### src/rtl/gate_bist.sv
// Built-in self test for a 2-input gate: walks {a,b} through 00..11, holds each
// vector SETTLE+1 cycles, and compares the sampled response against EXPECT.
module gate_bist #(
  parameter int unsigned SETTLE = 2,
  parameter logic [3:0]  EXPECT = 4'b0001
) (
  input  logic       clk,
  input  logic       rst_n,
  input  logic       start,
  output logic       a,
  output logic       b,
  input  logic       y,
  output logic       busy,
  output logic       done,
  output logic       pass,
  output logic [3:0] fail_vec,
  output logic [2:0] fail_count
);

  typedef enum logic [1:0] {IDLE, DRIVE, DONE} state_e;

  localparam logic [3:0] SettleCnt = 4'(SETTLE);

  state_e      state_q;
  logic [1:0]  idx_q;
  logic [3:0]  cnt_q;
  logic        a_q, b_q, busy_q, done_q, pass_q;
  logic [3:0]  fail_vec_q, fail_vec_d;
  logic [2:0]  fail_count_q, fail_count_d;
  logic        sample, mismatch;

  // Response is judged on the last edge of each hold window; the updated
  // result is also what pass is derived from when the final vector lands.
  always_comb begin
    sample       = (state_q == DRIVE) && (cnt_q == SettleCnt);
    mismatch     = sample && (y != EXPECT[idx_q]);
    fail_vec_d   = fail_vec_q;
    fail_count_d = fail_count_q;
    if (mismatch) begin
      fail_vec_d   = fail_vec_q | (4'b0001 << idx_q);
      fail_count_d = fail_count_q + 3'd1;
    end
  end

  always_ff @(posedge clk or negedge rst_n) begin
    if (!rst_n) begin
      state_q      <= IDLE;
      idx_q        <= 2'd0;
      cnt_q        <= 4'd0;
      a_q          <= 1'b0;
      b_q          <= 1'b0;
      busy_q       <= 1'b0;
      done_q       <= 1'b0;
      pass_q       <= 1'b0;
      fail_vec_q   <= 4'd0;
      fail_count_q <= 3'd0;
    end else begin
      case (state_q)
        IDLE, DONE: begin
          if (start) begin
            state_q      <= DRIVE;
            idx_q        <= 2'd0;
            cnt_q        <= 4'd0;
            a_q          <= 1'b0;
            b_q          <= 1'b0;
            busy_q       <= 1'b1;
            done_q       <= 1'b0;
            pass_q       <= 1'b0;
            fail_vec_q   <= 4'd0;
            fail_count_q <= 3'd0;
          end
        end
        DRIVE: begin
          fail_vec_q   <= fail_vec_d;
          fail_count_q <= fail_count_d;
          if (sample) begin
            cnt_q <= 4'd0;
            if (idx_q != 2'd3) begin
              idx_q        <= idx_q + 2'd1;
              {a_q, b_q}   <= idx_q + 2'd1;
            end else begin
              state_q <= DONE;
              idx_q   <= 2'd0;
              a_q     <= 1'b0;
              b_q     <= 1'b0;
              busy_q  <= 1'b0;
              done_q  <= 1'b1;
              pass_q  <= (fail_vec_d == 4'd0);
            end
          end else begin
            cnt_q <= cnt_q + 4'd1;
          end
        end
        default: begin
          state_q <= IDLE;
          busy_q  <= 1'b0;
          done_q  <= 1'b0;
          a_q     <= 1'b0;
          b_q     <= 1'b0;
        end
      endcase
    end
  end

  assign a          = a_q;
  assign b          = b_q;
  assign busy       = busy_q;
  assign done       = done_q;
  assign pass       = pass_q;
  assign fail_vec   = fail_vec_q;
  assign fail_count = fail_count_q;

endmodule

### config.mk
export PLATFORM = sky130hd
export DESIGN_NAME = gate_bist
export DESIGN_NICKNAME = d
export VERILOG_FILES = /design/src/rtl/gate_bist.sv
export SDC_FILE = /design/constraint.sdc
export NUM_CORES = 1
export LEC_CHECK = 0
export BUFFER_PORTS_ARGS = -buffer_cell sky130_fd_sc_hd__clkbuf_2
export CAP_MARGIN = 25
export CORE_UTILIZATION = 54
export DETAILED_ROUTE_END_ITERATION = 6
export PLACE_DENSITY = 0.88
export SETUP_SLACK_MARGIN = 0.5
export SLEW_MARGIN = 25
export SYNTH_ARGS = -nofsm -noshare
export SYNTH_HDL_FRONTEND = slang
export SYNTH_SLANG_ARGS = --single-unit
### constraint.sdc
create_clock -name clk -period 1.9 [get_ports clk]
set_input_delay 0.38 -clock clk [delete_from_list [all_inputs] [get_ports clk]]
set_output_delay 0.38 -clock clk [all_outputs]
set_load 0.01 [all_outputs]
## After elaboration in Yosys (flattened, before gate mapping)

Index checks and enable logic that the tools add are counted.

| word-level totals | value |
|---|---|
| bits in registers | 20 |
| bits of input ports | 4 |
| output and inout bits | 12 |
| word-level logic and storage cells | 72 |

| cells by class | value |
|---|---|
| $add $sub $neg | 3 |
| $lt $le $gt $ge | 1 |
| equality and inequality tests | 9 |
| shifts and indexed selects | 1 |
| mux-type cells | 35 |
| bitwise logic cells | 1 |
| reductions and logical operators | 12 |

Operators with widths:

| cell | count |
|---|---|
| case mux 4 bit (2 select lines) | 2 |
| two-way mux 1 bit | 13 |
| two-way mux 2 bit | 6 |
| two-way mux 4 bit | 3 |
| != test 2 bit, second input constant | 5 |
| case mux 1 bit (2 select lines) | 5 |
| AND reduction 3 bit | 3 |
| case mux 2 bit (2 select lines) | 2 |
| two-way mux 3 bit | 2 |
| case mux 3 bit (2 select lines) | 1 |
| adder 4 x 1 -> 4 bit, second input constant | 1 |
| == test 4 x 2 -> 1 bit, second input constant | 1 |
| logical NOT 4 bit | 1 |
| bitwise OR 4 bit | 1 |
| AND reduction 2 bit | 2 |
| AND reduction 4 bit | 1 |
| << shifter 1 x 2 -> 4 bit, first input constant | 1 |
| adder 3 x 1 -> 3 bit, second input constant | 1 |
| < comparator 2 x 3 -> 1 bit, second input constant | 1 |
| adder 2 x 1 -> 2 bit, second input constant | 1 |
| binary-select mux 1 bit (select 2 bit) | 1 |
| == test 2 x 1 -> 1 bit, second input constant | 1 |
| == test 2 bit, second input constant | 1 |
| logical AND 1 bit | 2 |
| other kinds (4) | 4 |

## Logic depth before layout (Yosys ltp)

Gate-level depths: netlist (run 1).

| depth | value |
|---|---|
| depth in word-level cells | 9 |
| mapped depth | 5 |
| depth with buffers taken out | 5 |

## Worst setup path before layout (run 1)

Ideal clock, no wire load.

| timing | value |
|---|---|
| kind | flip-flop to flip-flop |
| start point | register cnt_q[0] |
| end point | register fail_count_q[0] (netlist: fail_count[0]) |
| arrival time | 1,462 ps |
| required time | 1,821 ps |
| slack | 359 ps |
| cell stages (with the launch flop) | 6 |
| path buffers | 0 |
| cell sequence | dfrtp_1 -> inv_1 -> ha_1 -> or3b_4 -> nor3_4 -> mux2i_1 |

| between the ends | value |
|---|---|
| longest elaborated chain between the ends | 5 |

Ends and longest elaborated chain:

| item | RTL line | source |
|---|---|---|
| start: declaration | 26 | `logic [3:0] cnt_q;` |
| start signal: assignment | 91 | `cnt_q <= cnt_q + 4'd1;` |
| == test 4 x 2 -> 1 bit | 35 | `sample = (state_q == DRIVE) && (cnt_q == SettleCnt);` |
| logical AND 1 bit | 35 |  |
| logical AND 1 bit | 36 | `mismatch = sample && (y != EXPECT[idx_q]);` |
| != test 2 bit (no source line) | - |  |
| AND reduction 3 bit (no source line) | - |  |
| end signal: assignment | 75 | `fail_count_q <= fail_count_d;` |
| end: declaration | 29 | `logic [2:0] fail_count_q, fail_count_d;` |

Every way passes these cells.
A chain may end at the register's enable or synchronous reset.

## Worst setup path after layout (run 1)

Ends and elaborated chain as after synthesis.

==> results.py, run 1 <==
metrics = {
    "run_status": {
        "status": "complete, no violations",
    },
    "clocking": {
        "cts-htree-levels": 1,
        "cts_root_buffer": "clkbuf_4",
        "cts_tree": "yes",
        "clk_latency_ps": 300,
        "clockBufferDepth": 2,
        "path_clk_slew_ps": 100,
        "clkSinkCount": 19,
        "numCtsBuffers": 3,
        "cts_hold_buf": 0,
    },
    "power_and_ir_drop": {
        "sw_frac_of_total_pct": 40.65,
        "p_int_w": 0.001240,
        "pwr-share-clk_pct": 9.8,
        "power_w": 0.002089,
        "ir_drop_uv": 984.6,
        "leakage_nw": 0.6061,
        "p_sw_w": 0.0008491,
        "p_comb_share_pct": 56.5,
        "seq_power_share_pct": 33.7,
        "p_per_area_nw_per_um2": 1562,
    },
    "global_routing": {
        "antenna_found_initial": 0,
        "grt_pass1_vias": 881,
        "grt_pass1_wl_mm": 3.933,
        "grt.overflow.total": 0,
        "grt_max_degree": 20,
        "gr-usage-all-layers_pct": 28.67,
    },
    "route": {
        "drtIter0Drc": 24,
        "drt_pass1_iterations": 3,
        "drc": 0,
        "wl_per_cell_um": 16.76,
        "vias_per_cell": 5.616,
        "via_count": 820,
        "drt-total-wl_mm": 2.447,
        "ant_nets": 0,
    },
    "synthesis": {
        "yosysSeqAreaShare_pct": 47.92,
        "ys_seq_elements": 19,
        "ys.flop_type": "dfrtp_1",
        "synth.area.top_cells": "dfrtp_1 (48%), ha_1 (8.8%), mux2i_1 (5.0%)",
        "syn_area_um2": 992.2,
        "synth_edf_count": 0,
        "synth_cell_types": 29,
        "synth.most_common_cell": "dfrtp_1",
        "synthTopCellsByCount": "dfrtp_1 (19), nand2_1 (10), ha_1 (7)",
        "ys_warn_count": 0,
        "synthArstFlopShare_pct": 100.0,
        "synth_nets": 101,
        "syn_avg_cell_area_um2": 11.02,
        "synthCells": 90,
        "synth_top_cell_by_area": "dfrtp_1",
        "yosysTopAreaCellShare_pct": 47.92,
    },
    "die": {
        "start_util_pct": 57.46,
        "ios": 16,
        "die_w_um": 44.87,
        "rows": 15,
        "coreArea_um2": 1727,
        "die_h_um": 44.87,
        "dieArea_um2": 2013,
    },
    "worst_setup_path": {
        "reg2reg_depth": 6,
        "crit_required_ps": 2120,
        "r2r_slack_ps": 230,
        "crit_arrival_ps": 1890,
        "crit_fanout": 5,
        "max_stage_delay_ps": 430,
        "worstSetupPathType": "register to register",
        "worstPathCellList": "inv_1 -> ha_2 -> or3b_4 -> nor3_4 -> buf_4 -> mux2i_1",
        "end_kind": "register",
        "timing.rr.end": "fail_count[0]",
        "r2r_start": "cnt_q[0]",
        "cp_slowest_cell": "or3b_4",
        "start_kind": "register",
    },
    "layout": {
        "fillCellCount": 111,
        "drive_above_1_share_pct": 38.84,
        "area_delta_synth_final_pct": 34.80,
        "regArea_um2": 475.5,
        "multi_input_area_um2": 590.6,
        "diodes": 0,
        "nets": 133,
    },
    "run": {
        "drv_cap": 0,
    },
    "sta": {
        "finalCritPeriodShare_pct": 87.98,
        "hold_slack_ps": 6.143,
        "fmax_mhz": 598.2,
        "slew_viol_final": 0,
        "finClkSkew_ps": 5.635,
        "slew_headroom_pct": 67.86,
        "setup_viol": 0,
        "hold_viol_final": 0,
        "rsz0062_at_grt": "yes",
        "setup_tns_ps": 0,
        "worst_slew_pin_slew_ps": 482.1,
        "min_period_ps": 1672,
    },
    "place": {
        "io_buffers": 15,
        "dp_hpwl_mm": 1.562,
        "place.gp.congestion": 0.8133,
    },
    "worst_hold_path": {
        "holdCritPathClass": "primary input to async pin",
    },
}
[layer usage]
layer | global-route usage, % | share of wire (%) | vias to the layer above
met4 | 15.15 | 2.9 | 0
li1 | - | - | 389
met2 | 51.76 | 52 | 16
met1 | 32.20 | 43 | 406
met5 | 0 | 0 | -
met3 | 4.800 | 1.9 | 9
[how the worst max path moves through the flow]
stage / startpoint / to / slack [ps]
final: cnt_q[0] / fail_count[0] / 230
after global routing: cnt_q[0] / fail_count[0] / 170
after global placement: cnt_q[0] / fail_count[0] / 300
after detailed placement: cnt_q[0] / fail_count[0] / 150
after CTS: cnt_q[0] / fail_count[0] / 320
after floorplan: cnt_q[0] / fail_count[0] / 360
[logic make-up (layout without fill, tap and decap cells)]
family | after synthesis | after routing | share of synthesized area (%)
XOR/XNOR | 2 | 2 | 1.766
adder cells (fa/ha/maj) | 7 | 7 | 8.827
multiplexers | 5 | 5 | 5.044
flip-flops | 19 | 19 | 47.92
AO/OA/AOI/OAI | 17 | 17 | 12.48
buffers and inverters | 6 | 37 | 2.396
AND/OR/NAND/NOR | 34 | 34 | 21.57
[sequential cells by signal (all words and copies together) (netlist names)]
| signal | count |
|---|---|
| fail_count | 3 |
| idx_q | 2 |
| state_q | 2 |
| cnt_q | 4 |
| busy | 1 |
| fail_vec | 4 |
| b | 1 |
| pass | 1 |
| a | 1 |
[placed cells by master (no fill, tap or decap), drive strengths merged]
cell type  count
dfrtp         19
clkbuf        19
buf           15
nand2         10
ha             7
nand2b         5
a22o           5
mux2i          5
nor2           4
inv            3
nor2b          3
o21ai          3
or3b           3
nand3          2
a221o          2
xnor2          2
nor4b          2
o22ai          2
a21oi          2
o31ai          2
nor3b          1
nor4bb         1
nor3           1
o21a           1
nand4b         1
nor4           1
[through the flow]
step	setup slack, ps	utilization (%)	instance area (um2)	std cells
6_report	228.4	77.46	1338	146
5_1_grt	169.2	77.46	1338	146
4_1_cts	316.7	74.64	1289	143
2_1_floorplan	361.0	-	999.7	90
3_3_place_gp	301.2	64.20	1109	129
3_5_place_dp	148.6	64.20	1109	129
[worst max-delay path: cells and delay by family (launching register included)]
kind | cells | cell delay (ps)
flops | 1 | 400
buf+inv | 2 | 210
mux | 1 | 210
simple gates | 2 | 600
fa+ha+maj | 1 | 180
[area by class of cell]
type	instances	share of cell area [%]
Clock buffer	4	1.964
Inverter	3	0.8419
Multi-Input combinational cell	65	44.15
Sequential cell	19	35.55
Tap cell	25	2.339
Timing Repair Buffer	30	15.15
[what timing repair did]
action                     CTS  global route
setup endpoints to repair   16            17
buffers inserted            10             3
pin swaps                    6             3
gates resized for setup     13             6
[power by group through the flow]
stage / combinational, W / clock [W] / sequential, W
3_5_place_dp: 0.000808 / 0 / 0.000708
3_3_place_gp: 0.000759 / 0 / 0.000699
4_1_cts: 0.00107 / 0.000209 / 0.000696
5_1_grt: 0.00128 / 0.000226 / 0.000718
6_report: 0.00118 / 0.000205 / 0.000703
2_1_floorplan: 0.000539 / 0 / 0.000722
(Power assumes the default switching activity.)
==> run 2: changes to the inputs <==
--- a/config.mk
+++ b/config.mk
@@ -6,10 +6,9 @@
 export NUM_CORES = 1
 export LEC_CHECK = 0
 export BUFFER_PORTS_ARGS = -buffer_cell sky130_fd_sc_hd__clkbuf_2
-export CAP_MARGIN = 25
 export CORE_UTILIZATION = 54
 export DETAILED_ROUTE_END_ITERATION = 6
-export PLACE_DENSITY = 0.88
+export PLACE_DENSITY = 0.73
 export SETUP_SLACK_MARGIN = 0.5
 export SLEW_MARGIN = 25
 export SYNTH_ARGS = -nofsm -noshare
==> run 2 against run 1 <==
- die area stayed put
- sequential share of layout area up 1.6 points
- clock skew shrank 4.8 ps
- highest routed layer unchanged
- cell area shrank 4.1%
- critical endpoint unchanged
- total power decreased by 4.8%
- critical path depth decreased by 1
- utilization fell by 3.2 points
- largest power group unchanged
- cell count down 2.7%
==> results.py, run 2 (synthesis results as in run 1) <==
metrics = {
    "run_status": {
        "status": "complete, no violations",
    },
    "place": {
        "place.gp.congestion": 0.7373,
        "io_buffers": 15,
        "dp_hpwl_mm": 1.380,
        "dpl-instance-area_um2": 1109,
    },
    "clocking": {
        "path_clk_slew_ps": 100,
        "cts-htree-levels": 1,
        "cts_root_buffer": "clkbuf_4",
        "clockBufferDepth": 2,
        "clk_latency_ps": 300,
        "clkSinkCount": 19,
        "cts_tree": "yes",
        "cts_hold_buf": 0,
        "numCtsBuffers": 3,
    },
    "worst_setup_path": {
        "worstSetupPathType": "register to register",
        "crit_fanout": 5,
        "crit_required_ps": 2130,
        "start_kind": "register",
        "reg2reg_depth": 5,
        "r2r_start": "cnt_q[0]",
        "crit_arrival_ps": 1820,
        "r2r_slack_ps": 310,
        "end_kind": "register",
        "timing.rr.end": "fail_count[0]",
    },
    "power_and_ir_drop": {
        "leakage_nw": 0.5780,
        "ir_drop_uv": 815.0,
        "p_per_area_nw_per_um2": 1551,
    },
    "layout": {
        "fillCellCount": 120,
        "nets": 129,
        "final_cell_mix": "dfrtp_1 (18), clkbuf_2 (15), nand2_1 (9), buf_4 (9)",
        "fin_area_um2": 1282,
        "drive_above_1_share_pct": 38.46,
        "area_delta_synth_final_pct": 29.26,
        "diodes": 0,
        "final_common_cell": "dfrtp_1",
    },
    "die": {
        "rows": 15,
        "coreArea_um2": 1727,
        "die_h_um": 44.87,
        "dieArea_um2": 2013,
        "die_w_um": 44.87,
        "ios": 16,
        "start_util_pct": 57.46,
    },
    "run": {
        "drv_cap": 0,
    },
    "global_routing": {
        "grt_pass1_wl_mm": 3.277,
        "grt_max_degree": 20,
        "gr-usage-all-layers_pct": 23.20,
        "antenna_found_initial": 0,
        "grt.overflow.total": 0,
        "grt_pass1_vias": 723,
    },
    "route": {
        "vias_per_cell": 5.585,
        "ant_nets": 0,
        "drt_pass1_iterations": 4,
        "drc": 0,
        "wl_per_cell_um": 14.74,
        "via_count": 793,
        "drt-total-wl_mm": 2.093,
        "drtIter0Drc": 28,
    },
    "sta": {
        "finalCritPeriodShare_pct": 83.82,
        "finClkSkew_ps": 0.7984,
        "setup_tns_ps": 0,
        "fmax_mhz": 627.9,
        "slew_headroom_pct": 68.12,
        "worst_slew_pin_slew_ps": 478.2,
        "min_period_ps": 1593,
        "rsz0062_at_grt": "yes",
        "setup_viol": 0,
        "hold_viol_final": 0,
        "slew_viol_final": 0,
        "hold_slack_ps": 18.54,
    },
    "worst_hold_path": {
        "holdCritPathClass": "primary input to async pin",
    },
}
run 2: area by class of cell:
cell class              instances  area (um2)  area share, %
flip-flops and latches         19       476.7          37.17
clock buffers                   4       26.28          2.049
inverters                       3       11.26         0.8780
well taps                      25       31.28          2.439
repair buffers                 26       165.2          12.88
multi-input cells              65       571.8          44.59
run 2: worst max-delay path: stages (launching register included):
cell and delay, ps:
dfrtp_1 390, inv_1 60, ha_2 170, or3b_4 420, nor3_4 270, mux2i_1 230
run 2: power by group:
part	switching (W)	leakage [nW]	internal [W]
clock	0.000121	0.0150	0.0000818
sequential	0.000151	0.237	0.000557
combinational	0.000519	0.326	0.000560
run 2: worst max path at each step:
stage                     startpoint             to  slack (ps)  cells past startpoint
after floorplan             cnt_q[0]  fail_count[0]         360                      5
after global placement      cnt_q[0]  fail_count[1]         290                      5
after detailed placement    cnt_q[0]  fail_count[0]         200                      5
after CTS                   cnt_q[0]  fail_count[0]         300                      5
after global routing        cnt_q[0]  fail_count[2]         230                      5
final                       cnt_q[0]  fail_count[0]         310                      5
run 2: per-layer routing:
| metal | track usage, % | vias up | share of wire [%] |
|---|---|---|---|
| met2 | 34.41 | 23 | 46 |
| met4 | 10.91 | 0 | 2.0 |
| met3 | 4.800 | 5 | 3.4 |
| met5 | 0 | - | 0 |
| met1 | 32.80 | 385 | 48 |
| li1 | - | 380 | - |
run 2: timing repair:
| action | CTS | global route |
|---|---|---|
| pin swaps | 6 | 6 |
| setup buffers | 6 | 3 |
| endpoints found under the setup margin | 15 | 17 |
| resized for setup | 5 | 14 |
run 2: metrics by stage:
stage,cells,worst slack (ps),utilization (%),power [W]
after detailed placement,129,199.3,64.20,0.001490
after floorplan,90,361.0,-,0.001261
after CTS,139,305.0,69.42,0.001806
final,142,307.4,74.28,0.001989
after global routing,142,226.3,74.28,0.002123
after global placement,129,289.7,64.20,0.001472
